--- src/rtl/lsu_mem_port_if.sv ---
// Request/response and memory-side bus of the load/store unit.
// The slave modport is the LSU; the master modport is the pipeline plus data memory.
interface lsu_mem_port_if #(
  parameter int ADDRESS_WIDTH = 32,
  parameter int DATA_WIDTH    = 32
);
  logic                     req_valid;
  logic                     req_ready;
  logic                     req_we;
  logic [2:0]               req_funct3;
  logic [ADDRESS_WIDTH-1:0] req_addr;
  logic [DATA_WIDTH-1:0]    req_wdata;
  logic                     resp_valid;
  logic [DATA_WIDTH-1:0]    resp_rdata;
  logic                     resp_err;
  logic [ADDRESS_WIDTH-1:0] mem_a;
  logic [DATA_WIDTH-1:0]    mem_wd;
  logic                     mem_we;
  logic [DATA_WIDTH-1:0]    mem_rd;

  modport slave (
    input  req_valid, req_we, req_funct3, req_addr, req_wdata, mem_rd,
    output req_ready, resp_valid, resp_rdata, resp_err, mem_a, mem_wd, mem_we
  );

  modport master (
    output req_valid, req_we, req_funct3, req_addr, req_wdata, mem_rd,
    input  req_ready, resp_valid, resp_rdata, resp_err, mem_a, mem_wd, mem_we
  );
endinterface

--- src/rtl/lsu_mem_port.sv ---
// Load/store unit in front of a word-addressed data memory. Sub-word stores are
// done as read-modify-write; loads are lane-extracted and sign/zero-extended.
module lsu_mem_port #(
  parameter int ADDRESS_WIDTH = 32,
  parameter int DATA_WIDTH    = 32,
  parameter int MEM_WORDS     = 4096
) (
  input  logic          clk,
  input  logic          rst_n,
  lsu_mem_port_if.slave bus
);

  localparam logic [1:0] S_IDLE  = 2'd0;
  localparam logic [1:0] S_READ  = 2'd1;
  localparam logic [1:0] S_WRITE = 2'd2;
  localparam logic [1:0] S_RESP  = 2'd3;

  logic [1:0]               state_q, state_d;
  logic                     we_q;
  logic [2:0]               f3_q;
  logic [ADDRESS_WIDTH-1:0] addr_q;
  logic [DATA_WIDTH-1:0]    wdata_q;
  logic [DATA_WIDTH-1:0]    old_q;
  logic [DATA_WIDTH-1:0]    rdata_q;
  logic                     err_q;

  logic                     accept;
  logic                     f3_ok;
  logic                     misalign;
  logic                     oob;
  logic                     req_err;
  logic                     sub_word_q;
  logic [ADDRESS_WIDTH-1:0] req_widx;
  logic [DATA_WIDTH-1:0]    load_ext;
  logic [DATA_WIDTH-1:0]    merged;
  logic [7:0]               rd_byte;
  logic [15:0]              rd_half;

  assign bus.req_ready = rst_n && (state_q == S_IDLE);
  assign accept        = bus.req_valid && bus.req_ready;
  assign req_widx      = {2'b00, bus.req_addr[ADDRESS_WIDTH-1:2]};
  assign sub_word_q    = (f3_q[1:0] != 2'b10);

  // Accept-time legality: funct3 decode, alignment and word-index range.
  always_comb begin
    f3_ok = 1'b0;
    case (bus.req_funct3)
      3'b000, 3'b001, 3'b010: f3_ok = 1'b1;
      3'b100, 3'b101:         f3_ok = !bus.req_we;
      default:                f3_ok = 1'b0;
    endcase
    misalign = ((bus.req_funct3[1:0] == 2'b01) && bus.req_addr[0]) ||
               ((bus.req_funct3 == 3'b010) && (bus.req_addr[1:0] != 2'b00));
    oob      = (req_widx >= ADDRESS_WIDTH'(MEM_WORDS));
    req_err  = !f3_ok || misalign || oob;
  end

  // Load lane extraction and extension from the memory read word.
  always_comb begin
    rd_byte  = bus.mem_rd[{addr_q[1:0], 3'b000} +: 8];
    rd_half  = addr_q[1] ? bus.mem_rd[31:16] : bus.mem_rd[15:0];
    load_ext = bus.mem_rd;
    case (f3_q[1:0])
      2'b00:   load_ext = f3_q[2] ? {24'h0, rd_byte} : {{24{rd_byte[7]}}, rd_byte};
      2'b01:   load_ext = f3_q[2] ? {16'h0, rd_half} : {{16{rd_half[15]}}, rd_half};
      default: load_ext = bus.mem_rd;
    endcase
  end

  // Store word: old word with the addressed lane replaced, or the full store data for SW.
  always_comb begin
    merged = old_q;
    case (f3_q[1:0])
      2'b00:   merged[{addr_q[1:0], 3'b000} +: 8] = wdata_q[7:0];
      2'b01:   merged[{addr_q[1], 4'b0000} +: 16] = wdata_q[15:0];
      default: merged = wdata_q;
    endcase
  end

  // Next-state selection for the request sequencer.
  always_comb begin
    state_d = state_q;
    case (state_q)
      S_IDLE: begin
        if (accept) begin
          if (req_err)                                   state_d = S_RESP;
          else if (bus.req_we && bus.req_funct3 == 3'b010) state_d = S_WRITE;
          else                                           state_d = S_READ;
        end
      end
      S_READ:  state_d = we_q ? S_WRITE : S_RESP;
      S_WRITE: state_d = S_RESP;
      default: state_d = S_IDLE;
    endcase
  end

  // State, latched request and response registers.
  always_ff @(posedge clk or negedge rst_n) begin
    if (!rst_n) begin
      state_q <= S_IDLE;
      we_q    <= 1'b0;
      f3_q    <= '0;
      addr_q  <= '0;
      wdata_q <= '0;
      old_q   <= '0;
      rdata_q <= '0;
      err_q   <= 1'b0;
    end else begin
      state_q <= state_d;
      if (accept) begin
        we_q    <= bus.req_we;
        f3_q    <= bus.req_funct3;
        addr_q  <= bus.req_addr;
        wdata_q <= bus.req_wdata;
        if (req_err) begin
          err_q   <= 1'b1;
          rdata_q <= '0;
        end
      end
      if (state_q == S_READ) begin
        if (we_q && sub_word_q) begin
          old_q <= bus.mem_rd;
        end else begin
          rdata_q <= load_ext;
          err_q   <= 1'b0;
        end
      end
      if (state_q == S_WRITE) begin
        rdata_q <= '0;
        err_q   <= 1'b0;
      end
    end
  end

  // Memory strobe and data are derived from state so reset drops them at once.
  assign bus.mem_we     = (state_q == S_WRITE);
  assign bus.mem_wd     = (state_q == S_WRITE) ? merged : '0;
  assign bus.mem_a      = {2'b00, addr_q[ADDRESS_WIDTH-1:2]};
  assign bus.resp_valid = (state_q == S_RESP);
  assign bus.resp_rdata = rdata_q;
  assign bus.resp_err   = err_q;

endmodule

--- src/flat_wrapper.sv ---
// flat-port wrapper written by rule: the top's interface ports become plain ports
module lsu_mem_port_flat 
#(
  parameter int ADDRESS_WIDTH = 32,
  parameter int DATA_WIDTH    = 32,
  parameter int MEM_WORDS     = 4096
)
  (clk, rst_n, bus_req_valid, bus_req_we, bus_req_funct3, bus_req_addr, bus_req_wdata, bus_mem_rd, bus_req_ready, bus_resp_valid, bus_resp_rdata, bus_resp_err, bus_mem_a, bus_mem_wd, bus_mem_we);
  lsu_mem_port_if #(.ADDRESS_WIDTH(ADDRESS_WIDTH), .DATA_WIDTH(DATA_WIDTH)) bus_i ();
  input  logic clk;
  input  logic rst_n;
  input wire logic [$bits(bus_i.req_valid)-1:0] bus_req_valid;
  input wire logic [$bits(bus_i.req_we)-1:0] bus_req_we;
  input wire logic [$bits(bus_i.req_funct3)-1:0] bus_req_funct3;
  input wire logic [$bits(bus_i.req_addr)-1:0] bus_req_addr;
  input wire logic [$bits(bus_i.req_wdata)-1:0] bus_req_wdata;
  input wire logic [$bits(bus_i.mem_rd)-1:0] bus_mem_rd;
  output wire logic [$bits(bus_i.req_ready)-1:0] bus_req_ready;
  output wire logic [$bits(bus_i.resp_valid)-1:0] bus_resp_valid;
  output wire logic [$bits(bus_i.resp_rdata)-1:0] bus_resp_rdata;
  output wire logic [$bits(bus_i.resp_err)-1:0] bus_resp_err;
  output wire logic [$bits(bus_i.mem_a)-1:0] bus_mem_a;
  output wire logic [$bits(bus_i.mem_wd)-1:0] bus_mem_wd;
  output wire logic [$bits(bus_i.mem_we)-1:0] bus_mem_we;
  assign bus_i.req_valid = bus_req_valid;
  assign bus_i.req_we = bus_req_we;
  assign bus_i.req_funct3 = bus_req_funct3;
  assign bus_i.req_addr = bus_req_addr;
  assign bus_i.req_wdata = bus_req_wdata;
  assign bus_i.mem_rd = bus_mem_rd;
  assign bus_req_ready = bus_i.req_ready;
  assign bus_resp_valid = bus_i.resp_valid;
  assign bus_resp_rdata = bus_i.resp_rdata;
  assign bus_resp_err = bus_i.resp_err;
  assign bus_mem_a = bus_i.mem_a;
  assign bus_mem_wd = bus_i.mem_wd;
  assign bus_mem_we = bus_i.mem_we;
  lsu_mem_port #(.ADDRESS_WIDTH(ADDRESS_WIDTH), .DATA_WIDTH(DATA_WIDTH), .MEM_WORDS(MEM_WORDS)) u_core (.clk(clk), .rst_n(rst_n), .bus(bus_i));
endmodule
--- config.mk ---
export PLATFORM = sky130hd
export DESIGN_NAME = lsu_mem_port_flat
export DESIGN_NICKNAME = d
export VERILOG_FILES = /design/src/rtl/lsu_mem_port_if.sv /design/src/rtl/lsu_mem_port.sv /design/src/flat_wrapper.sv
export SDC_FILE = /design/constraint.sdc
export NUM_CORES = 1
export LEC_CHECK = 0
export ABC_AREA = 1
export CORE_ASPECT_RATIO = 1.5
export CORE_MARGIN = 3
export CORE_UTILIZATION = 45
export DETAILED_ROUTE_END_ITERATION = 6
export PLACE_DENSITY = 0.83
export REMOVE_ABC_BUFFERS = 1
export SYNTH_ARGS = -nofsm -noshare
export SYNTH_HDL_FRONTEND = slang
export SYNTH_SLANG_ARGS = --single-unit
--- constraint.sdc ---
create_clock -name clk -period 2.05 [get_ports clk]
set_input_delay 0.3075 -clock clk [delete_from_list [all_inputs] [get_ports clk]]
set_output_delay 0.3075 -clock clk [all_outputs]
set_load 0.1 [all_outputs]
# Word level (Yosys, flattened, before mapping)
# Index checks and enable logic that the tools add are counted.
# op_classes
n_reduce_logical,18
mux,24
magnitude_cmp,1
shifts,5
addsub,2
n_eq_ne,11
# op_table
operator,count
32-bit two-way mux,8
32-bit one-hot mux with 2 select lines,2
32-bit bitwise mux,2
16-bit by 7-bit variable shift with 32-bit output (first input constant),1
8-bit by 7-bit variable shift with 32-bit output (first input constant),1
16-bit by 7-bit variable part select with 32-bit output,1
32-bit by 6-bit variable part select with 8-bit output,1
8-bit by 7-bit variable part select with 32-bit output,1
30-bit by 13-bit greater-or-equal comparator with 1-bit output (second input constant),1
16-bit two-way mux,1
5-bit negation with 7-bit output,2
2-bit by 1-bit equality test with 1-bit output (second input constant),3
3-bit equality test (second input constant),2
1-bit logical AND,6
1-bit two-way mux,6
2-bit two-way mux,3
2-bit one-hot mux with 3 select lines,1
2-bit equality test (second input constant),2
2-bit logical NOT,2
3-bit by 1-bit equality test with 1-bit output (second input constant),1
3-bit by 2-bit equality test with 1-bit output (second input constant),1
3-bit logical NOT,1
1-bit logical OR,3
3-bit OR reduction,1
other kinds (7),8
# word_totals
reg_bits,135
output_inout_bits,100
in_bits,103

# Logic depth before layout (Yosys ltp)
# Gate-level depths: netlist of run 1.
# depth
ltp_word,11
depth_mapped,13
ltp_nobuf,11

# Least setup slack after synthesis of run 1
# OpenSTA, ideal clock, no wires.
# synth_timing
path_type,reg-to-output
start,reg u_core.state_q[0]
end,out bus_mem_wd[0]
setup_slack_ps,-1784
stages_incl_launch_ff,7
t_required_ps,1742
n_path_buf,2
arrival_ps,3526
cell_sequence,dfrtp_1 -> inv_1 -> ha_1 -> clkbuf_1 -> clkbuf_1 -> o221ai_1 -> a21oi_1
# synth_between
elab_chain_len,2
# synth_lines
item,line,source
start: declaration,lsu_mem_port.sv:18,"logic [1:0] state_q, state_d;"
start signal: assignment,lsu_mem_port.sv:109,state_q <= state_d;
2-bit equality test,--,
net bus_mem_we,flat_wrapper.sv:24,output wire logic [$bits(bus_i.mem_we)-1:0] bus_mem_we;
32-bit two-way mux,lsu_mem_port.sv:137,assign bus.mem_wd = (state_q == S_WRITE) ? merged : '0;
end: declaration,flat_wrapper.sv:23,output wire logic [$bits(bus_i.mem_wd)-1:0] bus_mem_wd;
# The timed path passes the listed nets, and every way through them passes these cells.

# Worst setup path in the final report of run 1
# layout_timing
start,reg u_core.addr_q[1]
end,out bus_mem_wd[3]
# layout_between
elab_chain_len,5
# layout_lines
item,line,source
start: declaration,lsu_mem_port.sv:21,logic [ADDRESS_WIDTH-1:0] addr_q;
start signal: assignment,lsu_mem_port.sv:113,addr_q <= bus.req_addr;
5-bit negation with 7-bit output (on tied branches),"lsu_mem_port.sv:75, lsu_mem_port.sv:74",
"16-bit by 7-bit variable part select with 32-bit output, or another cell as far along",lsu_mem_port.sv:75,"2'b01: merged[{addr_q[1], 4'b0000} +: 16] = wdata_q[15:0];"
32-bit bitwise mux (on tied branches),"lsu_mem_port.sv:75, lsu_mem_port.sv:74",
32-bit one-hot mux with 2 select lines *,lsu_mem_port.sv:73,case (f3_q[1:0])
32-bit two-way mux *,lsu_mem_port.sv:137,
# Every way passes the cells marked *; elsewhere a longest branch is shown, timed or not.

==> metrics.txt, run 1 <==
# TYPE chip_impl_metric gauge
chip_impl_metric{name="dpl.hpwl",unit="mm"} 17.95
chip_impl_metric{name="syn-instance-count",unit=""} 1043
chip_impl_metric{name="setup_viol",unit=""} 32
chip_impl_metric{name="synth-edff-count",unit=""} 0
chip_impl_info{name="ys_dominant_reg_cell",value="dfrtp_1"} 1
chip_impl_metric{name="layout-area-overhead-vs-synth",unit="%"} 46.90
chip_impl_info{name="clock_tree_from_tritoncts",value="done"} 1
chip_impl_metric{name="dieHeight",unit="um"} 166.1
chip_impl_metric{name="cap_viol_max_count",unit=""} 0
chip_impl_metric{name="synth_seq_cells",unit=""} 135
chip_impl_metric{name="hold_buffers",unit=""} 0
chip_impl_metric{name="ys.warnings.count",unit=""} 0
chip_impl_metric{name="worst-path-max-fanout",unit=""} 7
chip_impl_info{name="route.top_layer_used",value="met4"} 1
chip_impl_metric{name="max_slew_margin",unit="%"} 46.15
chip_impl_metric{name="grt_pass1_wl",unit="mm"} 41.19
chip_impl_metric{name="std_cell_rows",unit=""} 57
chip_impl_metric{name="placeableCoreArea",unit="um2"} 16470
chip_impl_metric{name="met3WireLength",unit="mm"} 2.310
chip_impl_metric{name="m1_wl",unit="mm"} 9.665
chip_impl_metric{name="num-nets-final",unit=""} 1354
chip_impl_info{name="synth_top_family_by_area",value="simple AND/OR/NAND/NOR gates"} 1
chip_impl_metric{name="wire_per_inst",unit="um"} 18.83
chip_impl_metric{name="critical_path.max_stage_delay",unit="ns"} 0.42
chip_impl_metric{name="effective_utilization_at_floorplan",unit="%"} 46.67
chip_impl_metric{name="antenna_violations_before_repair",unit=""} 0
chip_impl_metric{name="initialDrtViolationCount",unit=""} 945
chip_impl_info{name="worst_hold_path_type",value="in2async"} 1
chip_impl_info{name="cpMaxStageDelayCell",value="dfrtp_1"} 1
chip_impl_metric{name="clock_insertion_delay_worst_skew",unit="ns"} 0.43
chip_impl_metric{name="routabilityCongestion",unit=""} 0.9110
chip_impl_metric{name="inserted_clock_buffers",unit=""} 17
chip_impl_info{name="cts_root_buf",value="clkbuf_16"} 1
chip_impl_metric{name="critical_path_buf_inv_count",unit=""} 5
chip_impl_info{name="critPathTopFamily",value="buffers and inverters"} 1
chip_impl_metric{name="cp.arrival",unit="ns"} 2.17
chip_impl_info{name="rsz0062_at_grt",value="yes"} 1
chip_impl_metric{name="route.final.wire_length",unit="mm"} 27.52
chip_impl_metric{name="synthXorXnorAreaFrac",unit="%"} 0
chip_impl_metric{name="timing.final.ws_setup",unit="ns"} -0.4290
chip_impl_info{name="post-synth-top-count-cell",value="nand2_1"} 1
chip_impl_metric{name="r2r_setup_slack",unit="ns"} 0.13
chip_impl_metric{name="n_antenna_cell",unit=""} 0
chip_impl_metric{name="fraction_of_the_mapped_netlist_area_in_simple_logic_gates",unit="%"} 25.21
chip_impl_metric{name="synth_seq_area_share",unit="%"} 43.94
chip_impl_metric{name="grt_pass1_vias",unit=""} 7911
chip_impl_metric{name="netlist.area_leader.share",unit="%"} 43.94
chip_impl_info{name="kind_of_critical_path",value="reg2out"} 1
chip_impl_metric{name="mappedNetlistArea",unit="um2"} 7689
chip_impl_info{name="synth_largest_area_cell",value="dfrtp_1"} 1
chip_impl_info{name="outcome",value="complete, but fails checks"} 1
chip_impl_metric{name="fin_cells",unit=""} 1461
chip_impl_metric{name="required",unit="ns"} 1.74
chip_impl_metric{name="timing.final.max_slew_violations",unit=""} 0
chip_impl_info{name="netlist_top_cells_area",value="dfrtp_1 (44%), nand2_1 (20%), o21ai_0 (5.1%)"} 1
chip_impl_metric{name="grt_max_degree",unit=""} 136
chip_impl_metric{name="buffer_ports.inserted",unit=""} 200
chip_impl_metric{name="synth_compound_gate_area_share",unit="%"} 17.40
chip_impl_metric{name="post_layout_minimum_cycle_time",unit="ns"} 2.479
chip_impl_metric{name="asyncSetResetFlopFracSynth",unit="%"} 100.0
chip_impl_metric{name="vias_per_std_cell",unit=""} 5.591
chip_impl_metric{name="vias",unit=""} 8169
chip_impl_metric{name="htree_levels",unit=""} 4
chip_impl_metric{name="groute.usage.overall",unit="%"} 27.48
chip_impl_metric{name="clock_tree.buffer_depth",unit=""} 2
chip_impl_info{name="worst_setup_path_start_kind",value="flop"} 1
chip_impl_metric{name="antenna_violating_nets_post_route",unit=""} 0
chip_impl_info{name="endpoint_kind",value="primary output"} 1
chip_impl_metric{name="gr-total-overflow",unit=""} 0
chip_impl_metric{name="syn_area_per_cell",unit="um2"} 7.372
chip_impl_metric{name="detail_route.drc_violations",unit=""} 0
chip_impl_metric{name="clock_skew",unit="ns"} 0.007292
chip_impl_metric{name="muxShareOfSynthArea",unit="%"} 0
chip_impl_metric{name="synthesized_area_fraction_occupied_by_adder_cells",unit="%"} 1.465
chip_impl_metric{name="period_share",unit="%"} 120.9
chip_impl_metric{name="placed_cells",unit=""} 1412
chip_impl_metric{name="finalHoldWorstSlack",unit="ns"} -0.02671
chip_impl_metric{name="io_pins",unit=""} 203
chip_impl_metric{name="max_freq",unit="MHz"} 403.4
chip_impl_metric{name="yosys.cell_types.count",unit=""} 35
chip_impl_metric{name="fp.dieArea",unit="um2"} 18720
chip_impl_info{name="critical_path_cell_list",value="inv_4 > ha_4 > buf_4 > nand4_1 > inv_2 > buf_6 > nand2_2 > a21oi_4 > buf_12"} 1
chip_impl_metric{name="firstDrtPassIters",unit=""} 6
chip_impl_metric{name="die_x",unit="um"} 112.7
chip_impl_info{name="failed_checks",value="hold timing, setup timing"} 1
chip_impl_metric{name="routed-wl-met2",unit="mm"} 13.64
chip_impl_metric{name="slew_at_the_pin_with_the_worst_max_slew_slack",unit="ns"} 0.8077
chip_impl_metric{name="finalHoldViolations",unit=""} 20
chip_impl_metric{name="numClockSinks",unit=""} 135
chip_impl_metric{name="clkSlewWorstSetupHoldPaths",unit="ns"} 0.06
chip_impl_info{name="synth_common_cells",value="nand2_1 (406), dfrtp_1 (135), inv_1 (95)"} 1
chip_impl_metric{name="post_route_cells_drive_above_1_share",unit="%"} 23.11
==> timing repair <==
action	in CTS	in global routing
pin swaps	16	33
endpoints found under the hold margin	0	0
cloned	0	2
buffers inserted	8	9
resized for setup	63	40
setup endpoints to repair	33	76
==> worst register-to-register path, cell delays in order (launching register included) <==
cell	delay (ns)
dfrtp_1	0.40
buf_4	0.21
buf_8	0.22
a21oi_1	0.13
nor2_2	0.17
buf_4	0.15
nor2_4	0.03
inv_2	0.24
nand2_1	0.11
a21boi_1	0.14
==> final timing paths <==
kind,cells after the start,from,endpoint
setup / recovery,9,u_core.addr_q[1],bus_mem_wd[3]
hold / removal,2,rst_n,u_core.wdata_q[19]
setup reg to reg,9,u_core.f3_q[1],u_core.bus.resp_rdata[6]
hold reg to reg,2,u_core.addr_q[4],u_core.addr_q[4]
max in group asynchronous,2,rst_n,u_core.wdata_q[6]
min in group clk,3,bus_req_addr[11],u_core.addr_q[11]
==> per-stage QoR <==
stage          area (um2)  worst slack, ns  utilization [%]   TNS, ns
2_1_floorplan        7167           -2.977                -   -323.41
4_1_cts             11000          -0.3572            66.77    -9.410
3_5_place_dp        10110         -0.09142            61.36   -0.4328
6_report            11290          -0.4290            68.56    -11.83
3_3_place_gp        10110         -0.03126            61.36  -0.08699
5_1_grt             11290          -0.4966            68.56    -14.13
==> flip-flops by register name, indices dropped and copies added, names as in the netlist <==
register / cells
u_core.old_q: 32
u_core.f3_q: 3
u_core.wdata_q: 32
u_core.bus.resp_err: 1
u_core.addr_q: 32
u_core.state_q: 2
u_core.we_q: 1
u_core.bus.resp_rdata: 32
==> layer usage <==
metal / up-vias / global-route usage [%]
li1: 3738 / -
met1: 3804 / 31.73
met2: 486 / 46.41
met3: 141 / 5.979
met4: 0 / 15.90
met5: - / 0
==> cells by family after synthesis <==
kind of cell / count (synthesis)
adder cells (fa/ha/maj): 9
other: 1
AO/OA/AOI/OAI: 229
flip-flops: 135
AND/OR/NAND/NOR: 476
buffers and inverters: 193
==> cells in the final DEF (no fill, tap or decap), types with 3 or more instances in the layout <==
cell and count:
nand2_1 396, dfrtp_1 135, buf_4 109, clkdlybuf4s50_1 101, inv_1 89, o21ai_0 71
a21oi_1 58, buf_12 44, nand3_1 24, nand2_2 19, clkbuf_16 18, o211ai_1 17
nor2_1 14, o221ai_1 12, o22ai_1 10, a21oi_2 10, buf_6 10, o21ai_1 8
a41oi_2 7, inv_2 6, a31oi_1 6, a22oi_1 6, o22ai_2 6, o2111ai_1 6
inv_4 5, nand2_4 5, nand3_4 5, clkinvlp_4 5, nor2_4 4, a21oi_4 4
nand3_2 3, a31oi_2 3, nand4_1 3, ha_4 3, ha_2 3, ha_1 3
inv_6 3
==> final cells by class <==
class,instances,area [um2]
well taps,206,257.7
multi-input cells,717,3771
fillers,1257,5180
inverters,102,410.4
clock inverters,14,151.4
repair buffers,269,2897
flip-flops and latches,135,3378
clock buffers,18,429.2
Power of run 1 is not shown: default switching activity piles up to over one toggle a cycle in this logic, so the estimate is an artifact.
==> run 2: changes to the inputs <==
--- a/config.mk
+++ b/config.mk
@@ -6,10 +6,12 @@
 export NUM_CORES = 1
 export LEC_CHECK = 0
 export ABC_AREA = 1
+export CAP_MARGIN = 40
 export CORE_ASPECT_RATIO = 1.5
-export CORE_MARGIN = 3
+export CORE_MARGIN = 8
 export CORE_UTILIZATION = 45
 export DETAILED_ROUTE_END_ITERATION = 6
+export GPL_ROUTABILITY_DRIVEN = 0
 export PLACE_DENSITY = 0.83
 export REMOVE_ABC_BUFFERS = 1
 export SYNTH_ARGS = -nofsm -noshare
==> run 2 against run 1 <==
The run ends with setup timing left; sequential cell count did not move; sequential share of layout area fell by 0.48 points; critical path depth fell by 1; critical path type unchanged; critical endpoint is now bus_mem_wd[14].
==> metrics.txt, run 2 (synthesis gave the netlist of run 1 again) <==
# TYPE chip_impl_metric gauge
chip_impl_metric{name="max_slew_margin",unit="%"} 49.39
chip_impl_info{name="endpoint_kind",value="primary output"} 1
chip_impl_metric{name="max_freq",unit="MHz"} 401.3
chip_impl_metric{name="inserted_clock_buffers",unit=""} 17
chip_impl_metric{name="finalHoldWorstSlack",unit="ns"} 0.006416
chip_impl_metric{name="post_layout_minimum_cycle_time",unit="ns"} 2.492
chip_impl_metric{name="post_route_cells_drive_above_1_share",unit="%"} 24.52
chip_impl_metric{name="antenna_violations_before_repair",unit=""} 0
chip_impl_metric{name="clock_skew",unit="ns"} 0.006149
chip_impl_metric{name="layout-area-overhead-vs-synth",unit="%"} 49.39
chip_impl_metric{name="detail_route.drc_violations",unit=""} 0
chip_impl_metric{name="num-nets-final",unit=""} 1360
chip_impl_metric{name="hold_buffers",unit=""} 0
chip_impl_metric{name="r2r_setup_slack",unit="ns"} 0.02
chip_impl_metric{name="clock_insertion_delay_worst_skew",unit="ns"} 0.42
chip_impl_metric{name="clock_tree.buffer_depth",unit=""} 2
chip_impl_info{name="worstReg2RegEnd",value="u_core.old_q[25]"} 1
chip_impl_metric{name="timing.final.ws_setup",unit="ns"} -0.4417
chip_impl_metric{name="critical_path.max_stage_delay",unit="ns"} 0.41
chip_impl_info{name="worst_setup_path_start_kind",value="flop"} 1
chip_impl_metric{name="slew_at_the_pin_with_the_worst_max_slew_slack",unit="ns"} 0.7591
chip_impl_metric{name="clkSlewWorstSetupHoldPaths",unit="ns"} 0.06
chip_impl_metric{name="std_cell_rows",unit=""} 58
chip_impl_metric{name="placed_cells",unit=""} 1416
chip_impl_metric{name="buffer_ports.inserted",unit=""} 200
chip_impl_metric{name="grt_max_degree",unit=""} 136
chip_impl_metric{name="cp.arrival",unit="ns"} 2.18
chip_impl_metric{name="cap_viol_max_count",unit=""} 0
chip_impl_metric{name="setup_viol",unit=""} 33
chip_impl_metric{name="vias_per_std_cell",unit=""} 5.718
chip_impl_metric{name="route.final.wire_length",unit="mm"} 29.56
chip_impl_info{name="crit_path_frequent_cell",value="buf_4"} 1
chip_impl_metric{name="n_antenna_cell",unit=""} 0
chip_impl_metric{name="grt_pass1_wl",unit="mm"} 42.19
chip_impl_metric{name="fp.dieArea",unit="um2"} 21610
chip_impl_metric{name="timing.final.max_slew_violations",unit=""} 0
chip_impl_info{name="cpMaxStageDelayCell",value="dfrtp_1"} 1
chip_impl_metric{name="grt_pass1_vias",unit=""} 8066
chip_impl_metric{name="postPlaceCellArea",unit="um2"} 10140
chip_impl_info{name="most_common_cell_after_layout_fill_and_taps_aside",value="nand2_1"} 1
chip_impl_info{name="cts_root_buf",value="clkbuf_16"} 1
chip_impl_info{name="kind_of_critical_path",value="reg2out"} 1
chip_impl_metric{name="finalHoldViolations",unit=""} 0
chip_impl_metric{name="wire_per_inst",unit="um"} 20.11
chip_impl_info{name="failed_checks",value="setup timing"} 1
chip_impl_metric{name="required",unit="ns"} 1.74
chip_impl_metric{name="gr-total-overflow",unit=""} 0
chip_impl_metric{name="dieHeight",unit="um"} 176.1
chip_impl_metric{name="fin_cells",unit=""} 1470
chip_impl_info{name="critical_path_cell_list",value="buf_6 > buf_4 > nand2_2 > clkinv_4 > a22oi_1 > a21oi_2 > buf_4 > buf_12"} 1
chip_impl_metric{name="htree_levels",unit=""} 4
chip_impl_metric{name="initialDrtViolationCount",unit=""} 1185
chip_impl_info{name="layout_common_cells",value="nand2_1 (399), dfrtp_1 (133), buf_4 (112)"} 1
chip_impl_metric{name="groute.usage.overall",unit="%"} 24.83
chip_impl_metric{name="firstDrtPassIters",unit=""} 6
chip_impl_info{name="worstReg2RegStart",value="u_core.f3_q[1]"} 1
chip_impl_info{name="worst_hold_path_type",value="in2async"} 1
chip_impl_metric{name="die_x",unit="um"} 122.7
chip_impl_info{name="rsz0062_at_grt",value="yes"} 1
chip_impl_metric{name="vias",unit=""} 8406
chip_impl_metric{name="numClockSinks",unit=""} 135
chip_impl_metric{name="r2r.worst_path.cells",unit=""} 7
chip_impl_metric{name="dpl.hpwl",unit="mm"} 19.08
chip_impl_info{name="outcome",value="complete, but fails checks"} 1
chip_impl_info{name="clock_tree_from_tritoncts",value="done"} 1
chip_impl_metric{name="io_pins",unit=""} 203
chip_impl_metric{name="worst-path-max-fanout",unit=""} 15
chip_impl_metric{name="postLayoutCellArea",unit="um2"} 11490
chip_impl_metric{name="period_share",unit="%"} 121.5
chip_impl_metric{name="antenna_violating_nets_post_route",unit=""} 0
chip_impl_metric{name="setup-tns-final",unit="ns"} -11.51
chip_impl_metric{name="placeableCoreArea",unit="um2"} 16760
chip_impl_metric{name="effective_utilization_at_floorplan",unit="%"} 45.87
## run 2: cell types whose count changed in the layout (fill, tap and decap cells not counted), moves of 3 or more
cell | before | now
a21oi_2 | 10 | 15
buf_4 | 109 | 112
nand2_1 | 396 | 399
a22oi_1 | 6 | 3
o21ai_0 | 71 | 68
a22oi_2 | 1 | 4
a21oi_4 | 4 | 1
nand2_2 | 19 | 16
## run 2: per-stage QoR
stage / setup WS, ns / util, %
3_5_place_dp: -0.1145 / 60.48
3_3_place_gp: -0.04926 / 60.48
5_1_grt: -0.5051 / 68.52
2_1_floorplan: -2.977 / -
6_report: -0.4417 / 68.52
4_1_cts: -0.3539 / 65.49
## run 2: what timing repair did
item,in CTS,in global routing
buffers inserted,3,17
cloned,0,4
endpoints found under the hold margin,0,0
setup endpoints to repair,32,77
pin swaps,12,34
gates resized for setup,57,71
## run 2: critical path: cells and delay by family (launching register included)
| kind | cells | cell delay (ns) |
|---|---|---|
| flip-flops | 1 | 0.41 |
| buffers and inverters | 5 | 0.78 |
| AO/OA/AOI/OAI | 2 | 0.45 |
| AND/OR/NAND/NOR | 1 | 0.12 |
## run 2: how the worst max path moves through the flow
stage,slack [ns],to,from,cells past startpoint
final,-0.44,bus_mem_wd[14],u_core.addr_q[1],8
after global placement,-0.05,bus_mem_wd[16],u_core.addr_q[1],7
after global routing,-0.51,bus_mem_wd[26],u_core.addr_q[1],10
after floorplan,-2.98,u_core.bus.resp_rdata[12],u_core.state_q[0],9
after CTS,-0.35,bus_mem_wd[26],u_core.addr_q[1],8
after detailed placement,-0.11,bus_mem_wd[16],u_core.addr_q[1],7
## run 2: final cells by class
| type | count | area [um2] |
|---|---|---|
| inverter | 102 | 417.9 |
| clock inverter | 14 | 175.2 |
| multi-input combinational | 718 | 3852 |
| timing repair buffer | 274 | 2972 |
| fill | 1216 | 5278 |
| clock buffer | 17 | 425.4 |
| tap | 210 | 262.8 |
| sequential | 135 | 3381 |
## run 2: per-layer routing
layer / vias up / track usage, % / wire length [um]
met5: - / 0 / 0
met3: 176 / 6.108 / 2801
met1: 3874 / 27.21 / 9863
met2: 595 / 41.90 / 14950
met4: 0 / 15.66 / 1952
li1: 3761 / - / -
Power of run 2 is left out for the same reason.
